==> config.mk <==
export PLATFORM = sky130hd
export DESIGN_NAME = uart_rx_buffered
export DESIGN_NICKNAME = d
export VERILOG_FILES = /design/src/rtl/uart_pkg.sv /design/src/rtl/rx_fifo.sv /design/src/rtl/uart_rx_buffered.sv
export SDC_FILE = /design/constraint.sdc
export NUM_CORES = 1
export LEC_CHECK = 0
export ABC_AREA = 0
export CAP_MARGIN = 20
export CORE_MARGIN = 2
export CORE_UTILIZATION = 30
export CTS_CLUSTER_DIAMETER = 100
export CTS_CLUSTER_SIZE = 16
export DETAILED_ROUTE_END_ITERATION = 6
export SLEW_MARGIN = 20
export SYNTH_ARGS = -nofsm -noshare
export SYNTH_HDL_FRONTEND = slang
export SYNTH_SLANG_ARGS = --single-unit
==> constraint.sdc <==
create_clock -name clk -period 5.6 [get_ports clk]
set_input_delay 1.12 -clock clk [delete_from_list [all_inputs] [get_ports clk]]
set_output_delay 1.12 -clock clk [all_outputs]
set_load 0.1 [all_outputs]
==> src/rtl/uart_pkg.sv <==
// -----------------------------------------------------------------------------
// uart_pkg
// Definitions shared by the UART receive and transmit paths.
// - rx_state_t : receive FSM state encoding.
// - DEF_*      : default frame format, baud divisor and FIFO size. The TX
//                side and its baud generator use the same defaults.
// No ports (package).
// -----------------------------------------------------------------------------
package uart_pkg;

    typedef enum logic [1:0] {
        IDLE,
        START,
        DATA,
        STOP
    } rx_state_t;

    localparam int DEF_DBIT    = 8;    // data bits per frame, LSB first
    localparam int DEF_SB_TICK = 16;   // oversampling ticks in the stop bit
    localparam int DEF_DVSR    = 163;  // 50 MHz / (16 * 19200)
    localparam int DEF_FIFO_W  = 2;    // log2 of receive FIFO depth

endpackage

==> src/rtl/rx_fifo.sv <==
// -----------------------------------------------------------------------------
// rx_fifo
// First-word-fall-through FIFO, DBIT wide and 2**FIFO_W deep. The head word is
// presented combinationally on data_out from registered state.
// Ports:
//   clk      in   system clock
//   reset    in   asynchronous, active-high reset; empties the FIFO
//   push     in   write data_in (ignored while full unless pop is effective)
//   data_in  in   word to write
//   pop      in   remove the head word (ignored while empty)
//   data_out out  head word, meaningful only while empty = 0
//   empty    out  no word stored
//   full     out  all 2**FIFO_W entries in use
// -----------------------------------------------------------------------------
module rx_fifo
    import uart_pkg::*;
#(
    parameter int DBIT   = DEF_DBIT,
    parameter int FIFO_W = DEF_FIFO_W
) (
    input  logic            clk,
    input  logic            reset,
    input  logic            push,
    input  logic [DBIT-1:0] data_in,
    input  logic            pop,
    output logic [DBIT-1:0] data_out,
    output logic            empty,
    output logic            full
);

    localparam int DEPTH = 1 << FIFO_W;

    logic [DBIT-1:0]   mem [DEPTH];
    logic [FIFO_W-1:0] wr_ptr;
    logic [FIFO_W-1:0] rd_ptr;
    logic [FIFO_W-1:0] wr_ptr_next;
    logic [FIFO_W-1:0] rd_ptr_next;
    logic              empty_reg;
    logic              full_reg;
    logic              do_push;
    logic              do_pop;

    // A pop only counts when there is something to pop. A push into a full
    // FIFO is accepted only when the same edge frees a slot.
    assign do_pop      = pop & ~empty_reg;
    assign do_push     = push & (~full_reg | do_pop);
    assign wr_ptr_next = wr_ptr + 1'b1;   // wraps modulo depth
    assign rd_ptr_next = rd_ptr + 1'b1;

    // NOTE: sequential state is written with non-blocking (<=) assignments so
    // every flop samples pre-edge values regardless of statement order.
    // NOTE: the storage array is reset on purpose: r_data must read 0 after
    // reset, and at this depth a flop array costs nothing extra to clear.
    always_ff @(posedge clk or posedge reset) begin
        if (reset) begin
            for (int i = 0; i < DEPTH; i++) begin
                mem[i] <= '0;
            end
        end else if (do_push) begin
            mem[wr_ptr] <= data_in;
        end
    end

    always_ff @(posedge clk or posedge reset) begin
        if (reset) begin
            wr_ptr    <= '0;
            rd_ptr    <= '0;
            empty_reg <= 1'b1;
            full_reg  <= 1'b0;
        end else begin
            case ({do_push, do_pop})
                2'b10: begin
                    wr_ptr    <= wr_ptr_next;
                    empty_reg <= 1'b0;
                    full_reg  <= (wr_ptr_next == rd_ptr);
                end
                2'b01: begin
                    rd_ptr    <= rd_ptr_next;
                    full_reg  <= 1'b0;
                    empty_reg <= (rd_ptr_next == wr_ptr);
                end
                2'b11: begin
                    // Occupancy unchanged, so both flags hold.
                    wr_ptr <= wr_ptr_next;
                    rd_ptr <= rd_ptr_next;
                end
                default: ;
            endcase
        end
    end

    assign data_out = mem[rd_ptr];
    assign empty    = empty_reg;
    assign full     = full_reg;

endmodule

==> src/rtl/uart_rx_buffered.sv <==
// -----------------------------------------------------------------------------
// uart_rx_buffered
// 8N1 serial receiver with 16x oversampling feeding a small FWFT FIFO. Frame
// errors and overruns are reported as one-cycle pulses; the affected byte is
// discarded.
// Ports:
//   clk        in   system clock
//   reset      in   asynchronous, active-high reset
//   rx         in   serial input, idle high, asynchronous to clk
//   rd_uart    in   pop request; one byte removed per cycle while non-empty
//   rx_empty   out  FIFO holds no byte
//   r_data     out  FIFO head byte, valid while rx_empty = 0
//   frame_err  out  pulse: stop bit sampled low, byte discarded
//   overrun    out  pulse: byte arrived with FIFO full and no pop, byte dropped
// -----------------------------------------------------------------------------
module uart_rx_buffered
    import uart_pkg::*;
#(
    parameter int DBIT    = DEF_DBIT,
    parameter int SB_TICK = DEF_SB_TICK,
    parameter int DVSR    = DEF_DVSR,
    parameter int FIFO_W  = DEF_FIFO_W
) (
    input  logic            clk,
    input  logic            reset,
    input  logic            rx,
    input  logic            rd_uart,
    output logic            rx_empty,
    output logic [DBIT-1:0] r_data,
    output logic            frame_err,
    output logic            overrun
);

    localparam int CNT_W = $clog2(DVSR);
    localparam int N_W   = (DBIT > 1) ? $clog2(DBIT) : 1;

    localparam logic [CNT_W-1:0] CNT_LAST  = CNT_W'(DVSR - 1);
    localparam logic [3:0]       S_MID     = 4'd7;   // middle of the start bit
    localparam logic [3:0]       S_BIT_END = 4'd15;  // middle of a data bit
    localparam logic [3:0]       S_STOP    = 4'(SB_TICK - 1);
    localparam logic [N_W-1:0]   N_LAST    = N_W'(DBIT - 1);

    // ---------------------------------------------------------------- sync
    logic rx_meta;
    logic rx_s;

    // Both stages reset to the idle level so reset release never looks like
    // a start bit.
    always_ff @(posedge clk or posedge reset) begin
        if (reset) begin
            rx_meta <= 1'b1;
            rx_s    <= 1'b1;
        end else begin
            rx_meta <= rx;
            rx_s    <= rx_meta;
        end
    end

    // ---------------------------------------------------------------- tick
    // Free-running; frames are not aligned to it, hence the +/-1 tick jitter
    // on sample points.
    logic [CNT_W-1:0] cnt;
    logic             tick;

    assign tick = (cnt == CNT_LAST);

    always_ff @(posedge clk or posedge reset) begin
        if (reset) begin
            cnt <= '0;
        end else if (tick) begin
            cnt <= '0;
        end else begin
            cnt <= cnt + 1'b1;
        end
    end

    // ---------------------------------------------------------------- FSM
    rx_state_t       state, state_next;
    logic [3:0]      s, s_next;
    logic [N_W-1:0]  n, n_next;
    logic [DBIT-1:0] b, b_next;
    logic            push;
    logic            ferr_next;
    logic            fifo_full;

    always_ff @(posedge clk or posedge reset) begin
        if (reset) begin
            state <= IDLE;
            s     <= '0;
            n     <= '0;
            b     <= '0;
        end else begin
            state <= state_next;
            s     <= s_next;
            n     <= n_next;
            b     <= b_next;
        end
    end

    // NOTE: every signal driven here gets a default first, so no branch can
    // leave one unassigned and infer a latch.
    always_comb begin
        state_next = state;
        s_next     = s;
        n_next     = n;
        b_next     = b;
        push       = 1'b0;
        ferr_next  = 1'b0;

        case (state)
            IDLE: begin
                if (!rx_s) begin
                    state_next = START;
                    s_next     = '0;
                end
            end
            START: begin
                if (tick) begin
                    if (s == S_MID) begin
                        if (!rx_s) begin
                            state_next = DATA;
                            s_next     = '0;
                            n_next     = '0;
                        end else begin
                            // Line went back high before mid-bit: a glitch.
                            state_next = IDLE;
                        end
                    end else begin
                        s_next = s + 1'b1;
                    end
                end
            end
            DATA: begin
                if (tick) begin
                    if (s == S_BIT_END) begin
                        s_next = '0;
                        b_next = {rx_s, b[DBIT-1:1]};   // LSB arrives first
                        if (n == N_LAST) begin
                            state_next = STOP;
                        end else begin
                            n_next = n + 1'b1;
                        end
                    end else begin
                        s_next = s + 1'b1;
                    end
                end
            end
            STOP: begin
                if (tick) begin
                    if (s == S_STOP) begin
                        state_next = IDLE;
                        if (rx_s) begin
                            push = 1'b1;
                        end else begin
                            ferr_next = 1'b1;
                        end
                    end else begin
                        s_next = s + 1'b1;
                    end
                end
            end
            default: state_next = IDLE;
        endcase
    end

    // --------------------------------------------------------- error pulses
    always_ff @(posedge clk or posedge reset) begin
        if (reset) begin
            frame_err <= 1'b0;
            overrun   <= 1'b0;
        end else begin
            frame_err <= ferr_next;
            // A simultaneous pop frees the slot, so that case is not an overrun.
            overrun   <= push & fifo_full & ~rd_uart;
        end
    end

    // ---------------------------------------------------------------- FIFO
    rx_fifo #(
        .DBIT   (DBIT),
        .FIFO_W (FIFO_W)
    ) u_fifo (
        .clk      (clk),
        .reset    (reset),
        .push     (push),
        .data_in  (b),
        .pop      (rd_uart),
        .data_out (r_data),
        .empty    (rx_empty),
        .full     (fifo_full)
    );

endmodule

### After elaboration in Yosys (flattened, before gate mapping)

Index checks and enable logic that the tools add are counted.

* add/sub/neg operators: 5
* multiply operators: 0
* div/mod/pow operators: 0
* magnitude comparators: 3
* eq/ne operators: 23
* shift operators: 0
* multiplexer cells: 42
* bitwise logic cells: 10
* reductions and logical operators: 10

Operators with widths (number)
* 32-bit bitwise mux: 1
* 8-bit two-way mux: 4
* 4-bit two-way mux: 7
* 2-bit != test (second input constant): 11
* 2-bit two-way mux: 9
* 3-bit two-way mux: 6
* 8-bit binary-select mux with 2-bit select: 1
* 8-bit demux with 2-bit select: 1
* 4-bit case mux with 4 select lines: 1
* 8-bit by 1-bit adder with 8-bit output (second input constant): 1
* 2-bit equality test (second input constant): 4
* 8-bit equality test (second input constant): 1
* 1-bit two-way mux: 8
* 2-bit case mux with 4 select lines: 1
* 8-bit AND reduction: 1
* 7-bit AND reduction: 1
* 3-bit >= comparator (second input constant): 2
* 2-bit NOT with 3-bit output: 2
* 3-bit case mux with 2 select lines: 1
* 2-bit by 1-bit adder with 2-bit output (second input constant): 2
* 4-bit by 1-bit adder with 4-bit output (second input constant): 1
* 1-bit bitwise AND: 4
* 2-bit by 1-bit equality test with 1-bit output (second input constant): 2
* 2-bit equality test: 2
* other kinds (14): 19

* register bits: 67
* latch bits: 0
* RAM bits: 0
* bits in read-only memories: 0
* bits of input ports: 4
* output and inout port bits: 11
* word-level logic and storage cells: 110
* memories kept: 0

### Logic depth before layout (Yosys ltp)

Gate-level depths: netlist of run 1.

* depth in word-level cells: 7
* gate-level depth with buffers: 9
* mapped depth without buffers: 9

### Modules after synthesis

From an unflattened synthesis of run 1, not the netlist that was laid out.

* cell total of the unflattened synthesis: 239
* area, all modules: 3246.9 µm²

Modules (own cells, without submodules)
* rx_fifo: instances 1, cells an instance 120, area each 1849.3 µm², seq. area each 952.2 µm²
* uart_rx_buffered: instances 1, cells an instance 119, area each 1397.6 µm², seq. area each 728.2 µm²

### Worst setup path before layout of run 1

OpenSTA, ideal clock, no wires.

* path type: register to output
* start: register u_fifo.rd_ptr[0]
* end: output r_data[2]
* arrival time: 1604 ps
* data required time: 4480 ps
* slack: 2876 ps
* cell stages (with the launch flop): 3
* buffers on the path: 1
* cell sequence: dfrtp_1 clkbuf_1 mux4_2

* word-level cells in the longest chain between the ends: 4

Ends and longest elaborated chain
* start, declared: RTL line rx_fifo.sv:35 `logic [FIFO_W-1:0] rd_ptr;`
* start signal, assigned: RTL line rx_fifo.sv:78 `rd_ptr <= rd_ptr_next;`
* start signal, assigned: RTL line rx_fifo.sv:85 `rd_ptr <= rd_ptr_next;`
* 2-bit NOT with 3-bit output (implied by the code): RTL line rx_fifo.sv:92 `assign data_out = mem[rd_ptr];`
* 8-bit binary-select mux with 2-bit select: RTL line rx_fifo.sv:92
* 8-bit two-way mux (implied by the code) (2 in series): RTL line rx_fifo.sv:92
* end, declared: RTL line uart_rx_buffered.sv:29 `output logic [DBIT-1:0] r_data,`

No other way between the ends. The select of a mux whose other input is x is not followed.

### Worst setup path after layout of run 1

* start: register u_fifo.rd_ptr[0]
* end: output r_data[6]

The elaborated chain is that of the path after synthesis.

==> run_results.csv, run 1 <==
group,metric,value,unit
outcome,status,"finished clean",
synth,synth-async-reset-ratio,100,%
cells_and_area,nNetsFinal,282,
die,die_area,0.0116,sq mm
timing,min_period,3.82,ns
placement,dp_slack,2.13,ns
clocking,cts.path.max_buffers,2,
critical_path,worstSetupStartpoint,"u_fifo.rd_ptr[0]$_DFFE_PP0P_",
timing,setup_violations,0,
drt,wl_per_cell,15.1,um
synth,yosys.area.top_type,"dfrtp_1",
clocking,post_cts_resized,0,
die,core_area,0.0104,sq mm
timing,setup_tns,0,ns
synth,ys_types,42,
drt,antenna_left,0,
drt,routed_wl,6140,um
timing,finalCritPeriodShare,68.1,%
power_and_ir_drop,internal_power,0.721,mW
power_and_ir_drop,p_comb_share,10.0,%
power_and_ir_drop,p_sw_share,28.9,%
drt,drtPass1Iterations,4,
power_and_ir_drop,pwr-share-seq,54.2,%
power_and_ir_drop,p_clk_share,35.7,%
die,initial_utilization,31.1,%
clocking,numClockSinks,67,
clocking,cts_hold_buffers,0,
global_routing,grt_pass1_vias,2062,
placement,numPortBuffers,14,
synth,ys_ff_latch,67,
drt,dr.first_iter.drc_count,70,
critical_path,crit_type,"register to output port",
die,die_h,108,um
cells_and_area,largest_reg_flops,32,
cells_and_area,mostFrequentLayoutCell,"dfrtp_1",
synth,synth_nets,263,
die,die_width,108,um
timing,slew-limit-headroom,35.0,%
run,maxCapViolations,0,
min_path,min_path_type,"register to register",
power_and_ir_drop,power.switching,0.293,mW
cells_and_area,drive_above_1_share,30.0,%
timing,maxSlewViolCount,0,
cells_and_area,instances_no_fill,406,
power_and_ir_drop,vdd_drop_max,0.000129,V
power_and_ir_drop,p_per_area,274,mW/mm^2
global_routing,grt_max_degree,37,
timing,fmax,262,MHz
global_routing,grt_pass1_wl,10400,um
clocking,clk_pin_slew_worst_paths,0.07,ns
placement,place_inst,391,
clocking,cts_buffers,9,
power_and_ir_drop,p_leak,1.71,nW
clocking,cts-root-buf,"clkbuf_8",
critical_path,crit_path_max_fanout,12,
placement,hpwl,4070,um
cells_and_area,top_regs,"u_fifo.mem: 32 flops, b: 8 flops, cnt: 8 flops",
synth,netlist_top_cells_area,"dfrtp_1 50%, mux2_2 15%, mux4_2 5.6%",
cells_and_area,area.growth.synth_to_final,14.8,%
timing,holdWs,0.359,ns
cells_and_area,layout_common_cells,"64 x dfrtp_1, 42 x mux2_2, 15 x nor2_1",
global_routing,antenna_found_initial,0,
clocking,cts_tree,"done",
min_path,worstHoldStart,"rx_meta$_DFF_PP1_",
die,io_pins,15,
critical_path,critPathArrivalTime,2.70,ns
synth,synth-seq-area-share,52.1,%
timing,setup_slack,1.78,ns
clocking,clk_latency,0.35,ns
critical_path,worst_setup_path_start_kind,"register",
critical_path,cp.required,4.48,ns
cells_and_area,diodes,0,
critical_path,regToRegStartpoint,"cnt[0]$_DFF_PP0_",
timing,skew,0.0107,ns
drt,drcViolationCount,0,
timing,rsz0062_at_grt,"no",
synth,syn_inst,247,
drt,via_per_inst,4.76,
synth,synth_ff_type,"dfrtp_1",
cells_and_area,top_register,"u_fifo.mem",
global_routing,grt_util_all_layers,11.8,%
synth,ys_warn_count,0,
drt,vias,1934,
synth,synth_edf_count,0,
synth,synth.avg_cell_area,13.1,sq um
synth,netlist_area,0.00323,sq mm
timing,hold_viol,0,
clocking,post_cts_buffers,0,
global_routing,gr-total-overflow,0,
synth,synth_top_area_share,49.7,%
clocking,htree_levels,3,
critical_path,critPathCaptureType,"output port",
die,rows,37,
timing,tightestPinTransition,0.972,ns
placement,gp_congestion,0.797,
-- final cells by class --
cell class / count / area (sq um)
tap: 136 / 170
inverter: 11 / 41.3
timing repair buffer: 15 / 148
multi-input combinational: 162 / 1490
clock buffer: 10 / 138
clock inverter: 5 / 40.0
sequential: 67 / 1680
fill: 1030 / 6670
-- layer usage --
layer | GRT usage, % | vias up | share of wire [%]
met2 | 18.3 | 30 | 46
met1 | 15.4 | 973 | 49
met4 | 3.39 | 0 | 0.98
li1 | - | 925 | -
met3 | 4.30 | 6 | 3.7
met5 | 0 | - | 0
-- path summary, 6_finish.rpt --
| kind | to | cells after the start | slack [ns] |
|---|---|---|---|
| min in group asynchronous | u_fifo.rd_ptr[1]$_DFFE_PP0P_ | 2 | 1.19 |
| setup reg to reg | u_fifo.mem[8]$_DFFE_PP0P_ | 6 | 3.10 |
| max in group asynchronous | u_fifo.mem[23]$_DFFE_PP0P_ | 3 | 3.48 |
| hold / removal | rx_s$_DFF_PP1_ | 0 | 0.36 |
| setup / recovery | r_data[6] | 2 | 1.78 |
| hold reg to reg | rx_s$_DFF_PP1_ | 0 | 0.36 |
-- stage by stage --
| step | instance area, sq um | power, mW | util, % |
|---|---|---|---|
| 3_5_place_dp | 3520 | 0.665 | 33.9 |
| 4_1_cts | 3690 | 1.04 | 35.6 |
| 3_3_place_gp | 3520 | 0.661 | 33.9 |
| 2_1_floorplan | 3230 | 0.633 | - |
| 6_report | 3700 | 1.01 | 35.7 |
| 5_1_grt | 3700 | 1.07 | 35.7 |
-- kinds of logic (layout without fill, tap and decap cells) --
family	Yosys count	after routing	share of synthesized area (%)
buf+inv	18	41	2.09
xor+xnor	13	13	3.53
mux	54	54	21.5
flops	67	67	52.1
simple gates	66	66	11.6
compound gates	17	17	4.50
fa+ha+maj	12	12	4.65
-- synthesized netlist by cell type, types with 2 or more instances --
| master | number |
|---|---|
| nor2b_1 | 4 |
| ha_1 | 12 |
| clkbuf_1 | 6 |
| a21oi_1 | 2 |
| nor2_1 | 15 |
| or2_2 | 3 |
| nand3_1 | 7 |
| mux2i_1 | 4 |
| dfrtp_1 | 64 |
| mux4_2 | 8 |
| nand2_1 | 13 |
| nand4_2 | 4 |
| dfstp_2 | 3 |
| nand4_1 | 2 |
| o22ai_1 | 2 |
| xnor2_1 | 9 |
| mux2_2 | 42 |
| xor2_1 | 4 |
| and3_1 | 2 |
| a31oi_1 | 2 |
| inv_1 | 11 |
| and2_1 | 2 |
| nand2b_1 | 5 |
| nor3_1 | 3 |
-- critical path, cell delays in order, from the launching register on --
cell             delay, ns
dfrtp_1               0.76
mux4_2                0.60
clkdlybuf4s50_1       0.98
-- power groups by stage --
stage	Clock, mW	Combinational [mW]	Sequential (mW)
finish	0.362	0.102	0.550
CTS	0.379	0.104	0.552
floorplan	0	0.0969	0.536
detailed placement	0	0.103	0.562
global route	0.403	0.110	0.557
global placement	0	0.102	0.559
Note: power is estimated with default switching activity, not from simulation.
==> inputs of run 2 (changes only) <==
- clock period: 5.6 -> 3.2 ns (I/O delays scaled with it)
==> run_results.csv, run 2 (synthesis gave the netlist of run 1 again) <==
group,metric,value,unit
global_routing,gr-total-overflow,0,
min_path,worstHoldStart,"rx_meta$_DFF_PP1_",
critical_path,critPathCaptureType,"output port",
die,rows,37,
critical_path,cp.required,2.56,ns
drt,vias,1952,
clocking,cts_hold_buffers,0,
die,io_pins,15,
cells_and_area,multi_input_area,0.00148,sq mm
cells_and_area,final_core_utilization,35.7,%
cells_and_area,diodes,0,
timing,maxSlewViolCount,0,
drt,dr.first_iter.drc_count,100,
cells_and_area,top_register,"u_fifo.mem",
timing,finalCritPeriodShare,82.0,%
clocking,post_cts_resized,0,
drt,routed_wl,5860,um
power_and_ir_drop,p_per_area,486,mW/mm^2
timing,rsz0062_at_grt,"no",
cells_and_area,largest_reg_flops,32,
drt,via_per_inst,4.75,
cells_and_area,instances_no_fill,411,
timing,setup_slack,0.576,ns
power_and_ir_drop,power,1.80,mW
critical_path,r2r-end,"u_fifo.mem[2]$_DFFE_PP0P_",
timing,slew-limit-headroom,55.6,%
placement,gp_congestion,0.734,
cells_and_area,nNetsFinal,286,
placement,numPortBuffers,14,
critical_path,regToRegStartpoint,"cnt[0]$_DFF_PP0_",
cells_and_area,area.growth.synth_to_final,14.9,%
timing,fmax,381,MHz
clocking,cts_tree,"done",
drt,drcViolationCount,0,
drt,drtPass1Iterations,4,
timing,min_period,2.62,ns
cells_and_area,top_regs,"u_fifo.mem: 32 flops, b: 8 flops, cnt: 8 flops",
cells_and_area,nFillCells,1011,
run,maxCapViolations,0,
global_routing,antenna_found_initial,0,
die,initial_utilization,31.1,%
global_routing,grt_util_all_layers,11.2,%
cells_and_area,drive_above_1_share,35.3,%
drt,antenna_left,0,
critical_path,r2r_setup_slack,0.77,ns
timing,skew,0.0101,ns
min_path,hold_depth,0,
placement,post_dp_cell_area,0.00352,sq mm
power_and_ir_drop,p_clk_share,36.5,%
global_routing,grt_pass1_wl,10100,um
timing,setup_violations,0,
power_and_ir_drop,pwr-share-seq,52.3,%
clocking,clk_pin_slew_worst_paths,0.07,ns
clocking,clk_latency,0.34,ns
critical_path,crit_type,"register to output port",
placement,place_inst,395,
die,die_area,0.0116,sq mm
placement,hpwl,4090,um
cells_and_area,design_area,0.00371,sq mm
clocking,htree_levels,3,
power_and_ir_drop,power.switching,0.522,mW
min_path,hold-path-endpoint,"rx_s$_DFF_PP1_",
clocking,numClockSinks,67,
power_and_ir_drop,p_leak,1.76,nW
placement,dp_slack,0.436,ns
power_and_ir_drop,p_comb_share,11.3,%
cells_and_area,register_area,0.00168,sq mm
timing,setup_tns,0,ns
clocking,cts.path.max_buffers,2,
die,core_area,0.0104,sq mm
die,die_h,108,um
critical_path,worst_setup_path_start_kind,"register",
clocking,cts_buffers,9,
critical_path,reg2regPathDepth,6,
critical_path,critPathArrivalTime,1.98,ns
global_routing,grt_max_degree,29,
outcome,status,"finished clean",
cells_and_area,mostFrequentLayoutCell,"dfrtp_1",
global_routing,grt_pass1_vias,2013,
min_path,min_path_type,"register to register",
critical_path,crit_path_max_fanout,12,
power_and_ir_drop,vdd_drop_max,0.000308,V
clocking,post_cts_buffers,0,
die,die_width,108,um
clocking,cts-root-buf,"clkbuf_8",
cells_and_area,layout_common_cells,"64 x dfrtp_1, 42 x mux2_2, 16 x buf_4",
drt,wl_per_cell,14.2,um
timing,tightestPinTransition,0.666,ns
power_and_ir_drop,internal_power,1.28,mW
timing,hold_viol,0,
timing,holdWs,0.360,ns
power_and_ir_drop,p_sw_share,29.0,%
[run 2: cell count changes in the layout (fill, tap and decap cells not counted), moves of 2 or more]
| cell | delta |
|---|---|
| inv_6 | +2 |
| clkinvlp_4 | -3 |
| clkdlybuf4s50_1 | -11 |
| buf_4 | +15 |
[run 2: per-layer routing]
| metal | vias up | wire length, um | track usage, % | part of all wire, % |
|---|---|---|---|---|
| met3 | 12 | 159 | 2.24 | 2.7 |
| met4 | 0 | 112 | 4.85 | 1.9 |
| met5 | - | 0 | 0 | 0 |
| met2 | 31 | 2760 | 17.4 | 47 |
| met1 | 980 | 2820 | 15.0 | 48 |
| li1 | 929 | - | - | - |
[run 2: final cells by class]
cell class,instances,area share (%)
clock buffers,10,3.71
inverters,11,1.11
well taps,136,4.59
clock inverters,6,1.32
multi-input cells,162,39.9
repair buffers,19,4.05
flip-flops and latches,67,45.3
[run 2: worst max-delay path: stages (launching register included)]
cell and delay (ns):
dfrtp_1 0.77, mux4_2 0.62, buf_4 0.25
[run 2: worst max-delay path by stage]
| stage | start | to | slack (ns) | cells after the start |
|---|---|---|---|---|
| floorplan | reset | asynchronous set/reset pin | 0.88 | 1 |
| global placement | rd_uart | u_fifo.mem[5]$_DFFE_PP0P_ | 0.41 | 5 |
| detailed placement | rd_uart | u_fifo.mem[5]$_DFFE_PP0P_ | 0.44 | 5 |
| CTS | u_fifo.rd_ptr[0]$_DFFE_PP0P_ | r_data[6] | 0.54 | 2 |
| global route | cnt[0]$_DFF_PP0_ | u_fifo.full$_DFFE_PP0P_ | 0.49 | 8 |
| finish | u_fifo.rd_ptr[0]$_DFFE_PP0P_ | r_data[6] | 0.58 | 2 |
[run 2: power by group through the flow]
stage	sequential (mW)	clock, mW	combinational (mW)
floorplan	0.938	0	0.170
CTS	0.945	0.681	0.208
global route	0.952	0.709	0.227
global placement	0.961	0	0.206
detailed placement	0.961	0	0.208
finish	0.942	0.657	0.203
